<file path="src/rtl/fetch_predict_stage_pkg.sv">
// Shared types and constants for the fetch/predict stage.
// Build option: FETCH_BTB_TAG_EN -- when defined, BTB entries carry a tag and
// a hit needs a tag match; when undefined, the BTB is tagless and aliasing
// PCs share entries.
package fetch_pkg;

    // 2-bit saturating branch-history counter states
    typedef enum logic [1:0] {
        STRONG_NT = 2'b00,
        WEAK_NT   = 2'b01,
        WEAK_T    = 2'b10,
        STRONG_T  = 2'b11
    } bht_state_t;

    localparam bht_state_t BHT_RESET = WEAK_NT;
    localparam logic [3:0] OPC_HLT   = 4'hF;

`ifdef FETCH_BTB_TAG_EN
    // Tag is the PC shifted right past the index bits, zero-extended to 16 bits
    typedef struct packed {
        logic        valid;
        logic [15:0] tag;
        logic [15:0] target;
    } btb_entry_t;
`else
    typedef struct packed {
        logic        valid;
        logic [15:0] target;
    } btb_entry_t;
`endif

    // Tag value for a PC given the number of index bits
    function automatic logic [15:0] btb_tag(input logic [15:0] pc, input int idx_w);
        return pc >> (idx_w + 1);
    endfunction

endpackage

</file>
<file path="src/rtl/fetch_predict_stage_if.sv">
// Fetch-stage bus: instruction memory port, IF/ID outputs and the
// resolution/training signals returned from decode.
// master: the fetch stage itself; slave: the surrounding pipeline/memory.
interface fetch_predict_stage_if;
    logic        stall;
    logic [15:0] imem_addr;
    logic [15:0] imem_rdata;
    logic [15:0] pc_curr;
    logic [15:0] pc_next;
    logic [15:0] pc_inst;
    logic        predicted_taken;
    logic [15:0] predicted_target;
    logic [15:0] IF_ID_pc_curr;
    logic [15:0] IF_ID_pc_next;
    logic        wen_BHT;
    logic        wen_BTB;
    logic        update_PC;
    logic        actual_taken;
    logic [15:0] branch_target;

    modport master (
        input  stall, imem_rdata, IF_ID_pc_curr, IF_ID_pc_next,
               wen_BHT, wen_BTB, update_PC, actual_taken, branch_target,
        output imem_addr, pc_curr, pc_next, pc_inst,
               predicted_taken, predicted_target
    );

    modport slave (
        output stall, imem_rdata, IF_ID_pc_curr, IF_ID_pc_next,
               wen_BHT, wen_BTB, update_PC, actual_taken, branch_target,
        input  imem_addr, pc_curr, pc_next, pc_inst,
               predicted_taken, predicted_target
    );
endinterface

</file>
<file path="src/rtl/fetch_predict_stage_branch_predictor.sv">
// Direct-mapped 2-bit BHT plus BTB. Reads are combinational on the fetch PC;
// writes land on the rising edge, so a same-cycle read sees the old entry.
// Build option: FETCH_BTB_TAG_EN (tagged BTB when defined).
module branch_predictor
    import fetch_pkg::*;
#(
    parameter int ENTRIES = 8
) (
    input  logic        clk,
    input  logic        rst_n,
    input  logic [15:0] rd_pc_i,
    input  logic [15:0] pc_next_i,
    input  logic [15:0] wr_pc_i,
    input  logic        wen_bht_i,
    input  logic        wen_btb_i,
    input  logic        actual_taken_i,
    input  logic [15:0] branch_target_i,
    output logic        predicted_taken_o,
    output logic [15:0] predicted_target_o
);
    localparam int IDX_W = $clog2(ENTRIES);

    bht_state_t bht_q [ENTRIES];
    btb_entry_t btb_q [ENTRIES];

    logic [IDX_W-1:0] rd_idx_s;
    logic [IDX_W-1:0] wr_idx_s;
    btb_entry_t       rd_entry_s;
    bht_state_t       rd_bht_s;
    logic             hit_s;
    bht_state_t       bht_d;
    btb_entry_t       btb_d;
    logic             unused_s;

    assign rd_idx_s = rd_pc_i[IDX_W:1];
    assign wr_idx_s = wr_pc_i[IDX_W:1];

    // PC bits that select no table state (byte offset, and the tag field when tagless)
`ifdef FETCH_BTB_TAG_EN
    assign unused_s = ^{rd_pc_i[0], wr_pc_i[0]};
`else
    assign unused_s = ^{rd_pc_i[15:IDX_W+1], rd_pc_i[0], wr_pc_i[15:IDX_W+1], wr_pc_i[0]};
`endif

    // Lookup: hit detection and prediction for the fetch PC
    always_comb begin
        rd_entry_s = btb_q[rd_idx_s];
        rd_bht_s   = bht_q[rd_idx_s];
`ifdef FETCH_BTB_TAG_EN
        hit_s = rd_entry_s.valid & (rd_entry_s.tag == btb_tag(rd_pc_i, IDX_W));
`else
        hit_s = rd_entry_s.valid;
`endif
        predicted_taken_o  = hit_s & rd_bht_s[1];
        predicted_target_o = hit_s ? rd_entry_s.target : pc_next_i;
    end

    // Saturating counter update for the entry being trained
    always_comb begin
        bht_d = bht_q[wr_idx_s];
        case (bht_q[wr_idx_s])
            STRONG_NT: bht_d = actual_taken_i ? WEAK_NT  : STRONG_NT;
            WEAK_NT:   bht_d = actual_taken_i ? WEAK_T   : STRONG_NT;
            WEAK_T:    bht_d = actual_taken_i ? STRONG_T : WEAK_NT;
            STRONG_T:  bht_d = actual_taken_i ? STRONG_T : WEAK_T;
            default:   bht_d = BHT_RESET;
        endcase
    end

    // New BTB entry built from the resolved branch in decode
    always_comb begin
        btb_d        = '0;
        btb_d.valid  = 1'b1;
`ifdef FETCH_BTB_TAG_EN
        btb_d.tag    = btb_tag(wr_pc_i, IDX_W);
`endif
        btb_d.target = branch_target_i;
    end

    // Table storage: reset clears counters to WEAK_NT and invalidates the BTB
    always_ff @(posedge clk or negedge rst_n) begin
        if (!rst_n) begin
            for (int i = 0; i < ENTRIES; i++) begin
                bht_q[i] <= BHT_RESET;
                btb_q[i] <= '0;
            end
        end else begin
            if (wen_bht_i) begin
                bht_q[wr_idx_s] <= bht_d;
            end
            if (wen_btb_i) begin
                btb_q[wr_idx_s] <= btb_d;
            end
        end
    end

endmodule

</file>
<file path="src/rtl/fetch_predict_stage.sv">
// Instruction fetch stage: PC register, next-PC selection, HLT detect and a
// branch predictor. All outputs are combinational from the PC and tables.
// Build option: FETCH_BTB_TAG_EN (tagged BTB when defined, tagless otherwise).
module fetch_predict_stage
    import fetch_pkg::*;
#(
    parameter int          ENTRIES  = 8,
    parameter logic [15:0] PC_RESET = 16'h0000
) (
    input  logic                  clk,
    input  logic                  rst_n,
    fetch_predict_stage_if.master bus
);
    logic [15:0] pc_q;
    logic [15:0] pc_d;
    logic [15:0] pc_next_s;
    logic        hlt_s;
    logic        pred_taken_s;
    logic [15:0] pred_target_s;

    assign pc_next_s            = pc_q + 16'd2;
    assign hlt_s                = (bus.imem_rdata[15:12] == OPC_HLT);
    assign bus.imem_addr        = pc_q;
    assign bus.pc_curr          = pc_q;
    assign bus.pc_next          = pc_next_s;
    assign bus.pc_inst          = bus.imem_rdata;
    assign bus.predicted_taken  = pred_taken_s;
    assign bus.predicted_target = pred_target_s;

    branch_predictor #(
        .ENTRIES (ENTRIES)
    ) u_bp (
        .clk                (clk),
        .rst_n              (rst_n),
        .rd_pc_i            (pc_q),
        .pc_next_i          (pc_next_s),
        .wr_pc_i            (bus.IF_ID_pc_curr),
        .wen_bht_i          (bus.wen_BHT),
        .wen_btb_i          (bus.wen_BTB),
        .actual_taken_i     (bus.actual_taken),
        .branch_target_i    (bus.branch_target),
        .predicted_taken_o  (pred_taken_s),
        .predicted_target_o (pred_target_s)
    );

    // Next-PC priority: redirect beats stall and HLT (HLT may be on the wrong path)
    always_comb begin
        pc_d = pc_next_s;
        if (bus.update_PC) begin
            pc_d = bus.actual_taken ? bus.branch_target : bus.IF_ID_pc_next;
        end else if (bus.stall) begin
            pc_d = pc_q;
        end else if (hlt_s) begin
            pc_d = pc_q;
        end else if (pred_taken_s) begin
            pc_d = pred_target_s;
        end else begin
            pc_d = pc_next_s;
        end
    end

    // PC register
    always_ff @(posedge clk or negedge rst_n) begin
        if (!rst_n) begin
            pc_q <= PC_RESET;
        end else begin
            pc_q <= pc_d;
        end
    end

endmodule
</file>
<file path="src/flat_wrapper.sv">
// flat-port wrapper written by rule: the top's interface ports become plain ports
module fetch_predict_stage_flat import fetch_pkg::*;
#(
    parameter int          ENTRIES  = 8,
    parameter logic [15:0] PC_RESET = 16'h0000
)
  (clk, rst_n, bus_stall, bus_imem_rdata, bus_IF_ID_pc_curr, bus_IF_ID_pc_next, bus_wen_BHT, bus_wen_BTB, bus_update_PC, bus_actual_taken, bus_branch_target, bus_imem_addr, bus_pc_curr, bus_pc_next, bus_pc_inst, bus_predicted_taken, bus_predicted_target);
  fetch_predict_stage_if bus_i ();
  input  logic clk;
  input  logic rst_n;
  input wire logic [$bits(bus_i.stall)-1:0] bus_stall;
  input wire logic [$bits(bus_i.imem_rdata)-1:0] bus_imem_rdata;
  input wire logic [$bits(bus_i.IF_ID_pc_curr)-1:0] bus_IF_ID_pc_curr;
  input wire logic [$bits(bus_i.IF_ID_pc_next)-1:0] bus_IF_ID_pc_next;
  input wire logic [$bits(bus_i.wen_BHT)-1:0] bus_wen_BHT;
  input wire logic [$bits(bus_i.wen_BTB)-1:0] bus_wen_BTB;
  input wire logic [$bits(bus_i.update_PC)-1:0] bus_update_PC;
  input wire logic [$bits(bus_i.actual_taken)-1:0] bus_actual_taken;
  input wire logic [$bits(bus_i.branch_target)-1:0] bus_branch_target;
  output wire logic [$bits(bus_i.imem_addr)-1:0] bus_imem_addr;
  output wire logic [$bits(bus_i.pc_curr)-1:0] bus_pc_curr;
  output wire logic [$bits(bus_i.pc_next)-1:0] bus_pc_next;
  output wire logic [$bits(bus_i.pc_inst)-1:0] bus_pc_inst;
  output wire logic [$bits(bus_i.predicted_taken)-1:0] bus_predicted_taken;
  output wire logic [$bits(bus_i.predicted_target)-1:0] bus_predicted_target;
  assign bus_i.stall = bus_stall;
  assign bus_i.imem_rdata = bus_imem_rdata;
  assign bus_i.IF_ID_pc_curr = bus_IF_ID_pc_curr;
  assign bus_i.IF_ID_pc_next = bus_IF_ID_pc_next;
  assign bus_i.wen_BHT = bus_wen_BHT;
  assign bus_i.wen_BTB = bus_wen_BTB;
  assign bus_i.update_PC = bus_update_PC;
  assign bus_i.actual_taken = bus_actual_taken;
  assign bus_i.branch_target = bus_branch_target;
  assign bus_imem_addr = bus_i.imem_addr;
  assign bus_pc_curr = bus_i.pc_curr;
  assign bus_pc_next = bus_i.pc_next;
  assign bus_pc_inst = bus_i.pc_inst;
  assign bus_predicted_taken = bus_i.predicted_taken;
  assign bus_predicted_target = bus_i.predicted_target;
  fetch_predict_stage #(.ENTRIES(ENTRIES), .PC_RESET(PC_RESET)) u_core (.clk(clk), .rst_n(rst_n), .bus(bus_i));
endmodule
</file>
<file path="config.mk">
export PLATFORM = sky130hd
export DESIGN_NAME = fetch_predict_stage_flat
export DESIGN_NICKNAME = d
export VERILOG_FILES = /design/src/rtl/fetch_predict_stage_pkg.sv /design/src/rtl/fetch_predict_stage_if.sv /design/src/rtl/fetch_predict_stage_branch_predictor.sv /design/src/rtl/fetch_predict_stage.sv /design/src/flat_wrapper.sv
export SDC_FILE = /design/constraint.sdc
export NUM_CORES = 1
export LEC_CHECK = 0
export CAP_MARGIN = 40
export CORE_ASPECT_RATIO = 0.9
export CORE_MARGIN = 1
export CORE_UTILIZATION = 45
export DETAILED_ROUTE_END_ITERATION = 6
export GPL_TIMING_DRIVEN = 0
export PLACE_DENSITY = 0.79
export SLEW_MARGIN = 30
export SYNTH_ARGS = -nofsm -noshare
export SYNTH_HDL_FRONTEND = slang
export SYNTH_SLANG_ARGS = --single-unit
</file>
<file path="constraint.sdc">
create_clock -name clk -period 2.5 [get_ports clk]
set_input_delay 0.375 -clock clk [delete_from_list [all_inputs] [get_ports clk]]
set_output_delay 0.375 -clock clk [all_outputs]
set_load 0.02 [all_outputs]
</file>
## After elaboration in Yosys (flattened, before gate mapping)

Cells that the tools add are included.

- Flip-flop bits (word level): 168

- $add $sub $neg: 1
- Order comparisons: 3
- Equality and inequality tests: 6
- Multiplexer cells: 26
- Bitwise logic cells: 3
- Reduce and logical (&&, ||, !) cells: 3

Operator list:

| operator | count |
|---|---|
| $bwmux 136 | 1 |
| $mux 16 | 6 |
| $bmux 17 s3 | 1 |
| $demux 17 s3 | 1 |
| $mux 17 | 3 |
| $add 16x2->16 const B | 1 |
| $bwmux 16 | 1 |
| $mux 2 | 7 |
| $bmux 2 s3 | 2 |
| $ge 4x4->1 const B | 2 |
| $not 3->4 | 2 |
| $pmux 2 s4 | 1 |
| $demux 2 s3 | 1 |
| $eq 2x2->1 const B | 2 |
| $eq 4x4->1 const B | 1 |
| $lt 4x1->1 const B | 1 |
| $eq 2x1->1 const B | 1 |
| $logic_not 2->1 | 1 |
| $mux 1 | 2 |
| $ne 2x1->1 const B | 1 |
| $ne 2x2->1 const B | 1 |
| $reduce_and 2->1 | 1 |
| $and 1x1->1 | 1 |
| $logic_and 1x1->1 | 1 |

## Logic depth before layout (Yosys ltp)

- Depth in word-level cells: 9
- Depth in mapped cells: 8
- Gate-level depth less buffers: 6

## By module

A second synthesis with hierarchy kept.

- Cell total of the unflattened synthesis: 662
- Area total of the unflattened synthesis: 8,943.6 um2

Modules (own cells, without submodules):

| module | instances | cells each | area an instance (um2) | sequential area each (um2) |
|---|---|---|---|---|
| branch_predictor | 1 | 463 | 7,241.9 | 3,813.7 |
| fetch_predict_stage | 1 | 199 | 1,701.6 | 400.4 |

## Least setup slack after synthesis

Ideal clock, no wire load.

- Path type: reg2out
- Start point: register u_core.pc_q[1], in the netlist u_core.bus.imem_addr[1]
- End point: output bus_predicted_target[14]
- Arrival time: 2,300 ps
- Data required time: 2,125 ps
- Setup slack: -175 ps
- Stages on the path, launching flop included: 8
- Path buffers: 2
- Cell sequence: dfrtp_1 buf_2 buf_2 and4_1 nand2_1 nor3_1 xor2_1 a21o_1

RTL lines:

| what | line | RTL |
|---|---|---|
| start, declared | fetch_predict_stage.sv:14 | `logic [15:0] pc_q;` |
| start signal, assigned | fetch_predict_stage.sv:67 | `pc_q <= pc_d;` |
| $add 16x2->16 | fetch_predict_stage.sv:21 | `assign pc_next_s = pc_q + 16'd2;` |
| net bus_pc_next[14] | flat_wrapper.sv:22 | `output wire logic [$bits(bus_i.pc_next)-1:0] bus_pc_next;` |
| $mux 16 | fetch_predict_stage_branch_predictor.sv:55 | `predicted_target_o = hit_s ? rd_entry_s.target : pc_next_i;` |
| end, declared | flat_wrapper.sv:25 | `output wire logic [$bits(bus_i.predicted_target)-1:0] bus_predicted_target;` |

The timed path passes the listed nets, and every way through them passes these cells. The select of a mux whose other input is x is not followed.

## Final worst setup path

- Start point: register u_core.pc_q[1], in the netlist u_core.bus.imem_addr[1]
- End point: output bus_predicted_target[10]

- Word-level cells in the longest chain between the ends: 5

RTL lines:

| what | line |
|---|---|
| parallel branches: the longest is 4 deep, another holds $add 16x2->16 | - |
| $mux 16 * | fetch_predict_stage_branch_predictor.sv:55 |

Every way passes the cells marked *. The select of a mux whose other input is x is not followed.

==> impl_summary.log <==
INFO  metric outcome = complete, but fails checks
INFO  metric violations = negative setup slack
INFO  metric routed_wire_length_per_instance = 22.70 um
INFO  metric route.final.wire_length = 26810 um
INFO  metric core-area = 0.01916 mm2
INFO  metric power.static_leakage = 0.005191 uW
INFO  metric cpMaxStageDelayCell = mux4_2
INFO  metric fraction_of_final_layout_cells_sized_beyond_drive_strength_1 = 42.00%
INFO  metric finalCriticalPeriod = 2921 ps
INFO  metric detail_route.vias_per_cell = 6.026
INFO  metric clk_pin_slew_worst_paths = 70 ps
INFO  metric worst-path-buf-inv = 4
INFO  metric share_clk_of_total_power = 23.7%
INFO  metric nets = 990
INFO  metric stdcell_area = 0.01200 mm2
INFO  metric crit_family = multiplexers
INFO  metric timing_worst_slew_pin_value = 914.2 ps
INFO  metric drtIter0Drc = 722
INFO  metric synth_edf_count = 0
INFO  metric worst_setup_end_kind = primary output
INFO  metric layout.cells.most_common = dfrtp_1
INFO  metric grt_setup_unrepaired = true
INFO  metric p_per_area = 983.6 mW/mm2
INFO  metric critical_path_arrival = 2550 ps
INFO  metric worst_hold_path_type = flop to flop
INFO  metric clock-root-buffer = clkbuf_16
INFO  metric yosys.cell_types.count = 60
INFO  metric number_of_storage_elements_in_the_synthesis_netlist = 168
INFO  metric tritoncts = built
INFO  metric power.sequential.fraction = 32.6%
INFO  metric post-route-period-util = 116.9%
INFO  metric crit_path_max_fanout = 5
INFO  metric timing_max_transition_violations_final = 0
INFO  metric clkLatencyLatePin = 440 ps
INFO  metric dpl_cell_area = 0.01042 mm2
INFO  metric p_sw = 4138 uW
INFO  metric floorplan.die.height = 134.5 um
INFO  metric cts-buffers-inserted = 17
INFO  metric cts_sinks = 168
INFO  metric vdd_drop_max = 0.4610 mV
INFO  metric postSynth.topFlopCell = dfrtp_1
INFO  metric fp.dieArea = 0.02006 mm2
INFO  metric antennaDiodeCount = 0
INFO  metric vias = 7117
INFO  metric worst-endpoint-required = 2120 ps
INFO  metric crit_type = flop to primary output
INFO  metric synthesis.instances = 728
INFO  metric worst_path_most_repeated_cell = buf_6
INFO  metric gp_congestion = 0.8239
INFO  metric largest_net_degree_at_the_start_of_global_routing = 87
INFO  metric report.final.hold_viol_count = 0
INFO  metric synth_area = 0.008775 mm2
INFO  metric die_w = 149.2 um
INFO  metric cts.path.max_buffers = 2
INFO  metric areaGrowthSynthToFinish = 36.76%
INFO  metric layout_common_cells = 156 x dfrtp_1, 127 x mux2_2, 92 x clkdlybuf4s50_1
INFO  metric antenna_violating_nets_post_route = 0
INFO  metric initial_utilization = 45.80%
INFO  metric grt_first_pass_wirelength = 38750 um
INFO  metric htree_num_levels = 4
INFO  metric synthesis.area_per_instance = 12.05 um2
INFO  metric power.share.combinational = 43.7%
INFO  metric io_buffers = 124
INFO  metric number_of_primary_i_o_pins = 152
INFO  metric power.switching_fraction = 35.06%
INFO  metric layout_setup_ws = -421.4 ps
INFO  metric place.detailed.hpwl = 16890 um
INFO  metric ordered_list_of_cells_on_the_worst_path = buf_6 -> mux4_2 -> mux2i_4 -> buf_6 -> clkbuf_16 -> nand2_1 -> o21ai_1 -> buf_4
INFO  metric drtPass1Iterations = 5
INFO  metric utilization = 62.64%
INFO  metric start_kind = flop
INFO  metric row_count = 48
INFO  metric max_freq = 0.3423 GHz
INFO  metric remaining_drc_errors = 0
INFO  metric drv_cap = 0
INFO  metric internal_power = 7665 uW
INFO  metric fin_setup_tns = -9005 ps
INFO  metric syn_nets = 800
INFO  metric final-setup-viol-count = 36
INFO  metric grt_pass1_vias = 6857
INFO  metric globalRouteTotalUtil = 26.07%
INFO  metric slew-limit-headroom = 39.06%
INFO  metric grt.overflow.total = 0
INFO  metric synth_sequential_area_ratio = 48.03%
INFO  metric syn_warnings = 0
INFO  metric skew = 6.085 ps
INFO  metric cp_slowest_stage_delay = 530 ps
INFO  metric synth_async_sr_flop_share = 100.0%
INFO  metric grt_antenna_before_repair = 0
==> through the flow <==
stage | total power (uW) | hold WS, ps | setup WS [ps] | cells
3_5_place_dp | 7966 | 418.1 | -988.3 | 1105
3_3_place_gp | 7863 | 443.7 | -5823 | 1102
2_1_floorplan | 6245 | 79.41 | -34.40 | 728
4_1_cts | 11340 | 464.3 | -335.5 | 1170
5_1_grt | 12210 | 477.2 | -430.9 | 1181
6_report | 11800 | 466.8 | -421.4 | 1181
==> timing repair <==
action | CTS | global route
gates cloned | 2 | 1
endpoints found under the hold margin | 76 | 0
pin swaps | 12 | 15
setup buffers | 33 | 13
gates resized for setup | 249 | 56
setup endpoints to repair | 99 | 66
hold buffers | 1 | 0
==> worst register-to-register path: stages, from the launching register on <==
cell and delay (ps):
dfrtp_2 430, buf_6 160, mux4_2 530, mux2i_4 310, buf_6 180, or3_4 160, clkinv_4 70, buf_12 140
buf_6 110, buf_6 100, buf_6 110, buf_16 130, a32oi_2 190, nand2_1 70
==> state kept, by name (all words and copies together), names as in the netlist <==
signal and count:
u_core.u_bp.btb_q 136, u_core.bus.imem_addr 16, u_core.u_bp.bht_q 16
==> power groups by stage <==
stage	Combinational (uW)	Clock, uW	Sequential, uW
floorplan	2480	0	3760
global placement	4070	0	3790
detailed placement	4150	0	3820
CTS	4740	2810	3790
global route	5390	2920	3900
finish	5160	2800	3850
==> cell usage after synthesis, types with 11 or more instances <==
cell type / number / area share, %
dfrtp_1: 160 / 46
inv_1: 14 / 0.60
o21ai_1: 25 / 1.4
nand2_1: 46 / 2.0
mux4_2: 17 / 4.4
nor2_1: 22 / 0.94
buf_2: 14 / 0.80
nand3_1: 12 / 0.68
mux2_2: 127 / 16
buf_4: 33 / 2.8
mux2_1: 17 / 2.2
clkbuf_1: 23 / 0.98
o21ai_0: 18 / 1.0
mux2i_1: 59 / 6.7
a22oi_1: 11 / 0.94
==> per-layer routing <==
metal / wire [um] / GRT usage (%) / vias up / part of all wire [%]
met5: 0 / 0 / - / 0
met2: 13060 / 42.79 / 433 / 49
li1: - / - / 2993 / -
met3: 1943 / 4.628 / 97 / 7.2
met4: 982 / 11.73 / 0 / 3.7
met1: 10820 / 33.80 / 3594 / 40
==> logic make-up (layout without fill, tap and decap cells) <==
logic type	Yosys count	after routing	synth area share (%)
mux	221	221	29.83
flops	168	168	48.03
simple gates	128	128	7.130
compound gates	102	102	7.557
buf+inv	91	294	5.590
xor+xnor	15	15	1.497
fa+ha+maj	3	3	0.3707
==> layout make-up <==
cell class / count / area [um2]
fillers: 1343 / 7158
well taps: 250 / 312.8
plain buffers: 71 / 584.3
clock buffers: 17 / 425.4
repair buffers: 175 / 1764
inverters: 16 / 70.07
multi-input cells: 469 / 4422
clock inverters: 15 / 202.7
flip-flops and latches: 168 / 4219
==> worst paths after layout <==
kind	start	to	slack, ps	cells after the start
min in group asynchronous	rst_n	u_core.u_bp.btb_q[48]	530	2
setup / recovery	u_core.bus.imem_addr[1]	bus_predicted_target[10]	-420	8
setup reg to reg	u_core.bus.imem_addr[1]	u_core.bus.imem_addr[15]	-310	13
hold reg to reg	u_core.u_bp.bht_q[6]	u_core.u_bp.bht_q[6]	470	2
hold / removal	u_core.u_bp.bht_q[6]	u_core.u_bp.bht_q[6]	470	2
max in group asynchronous	rst_n	u_core.u_bp.bht_q[14]	1090	3
No activity file was read; power rests on OpenSTA's default activity.
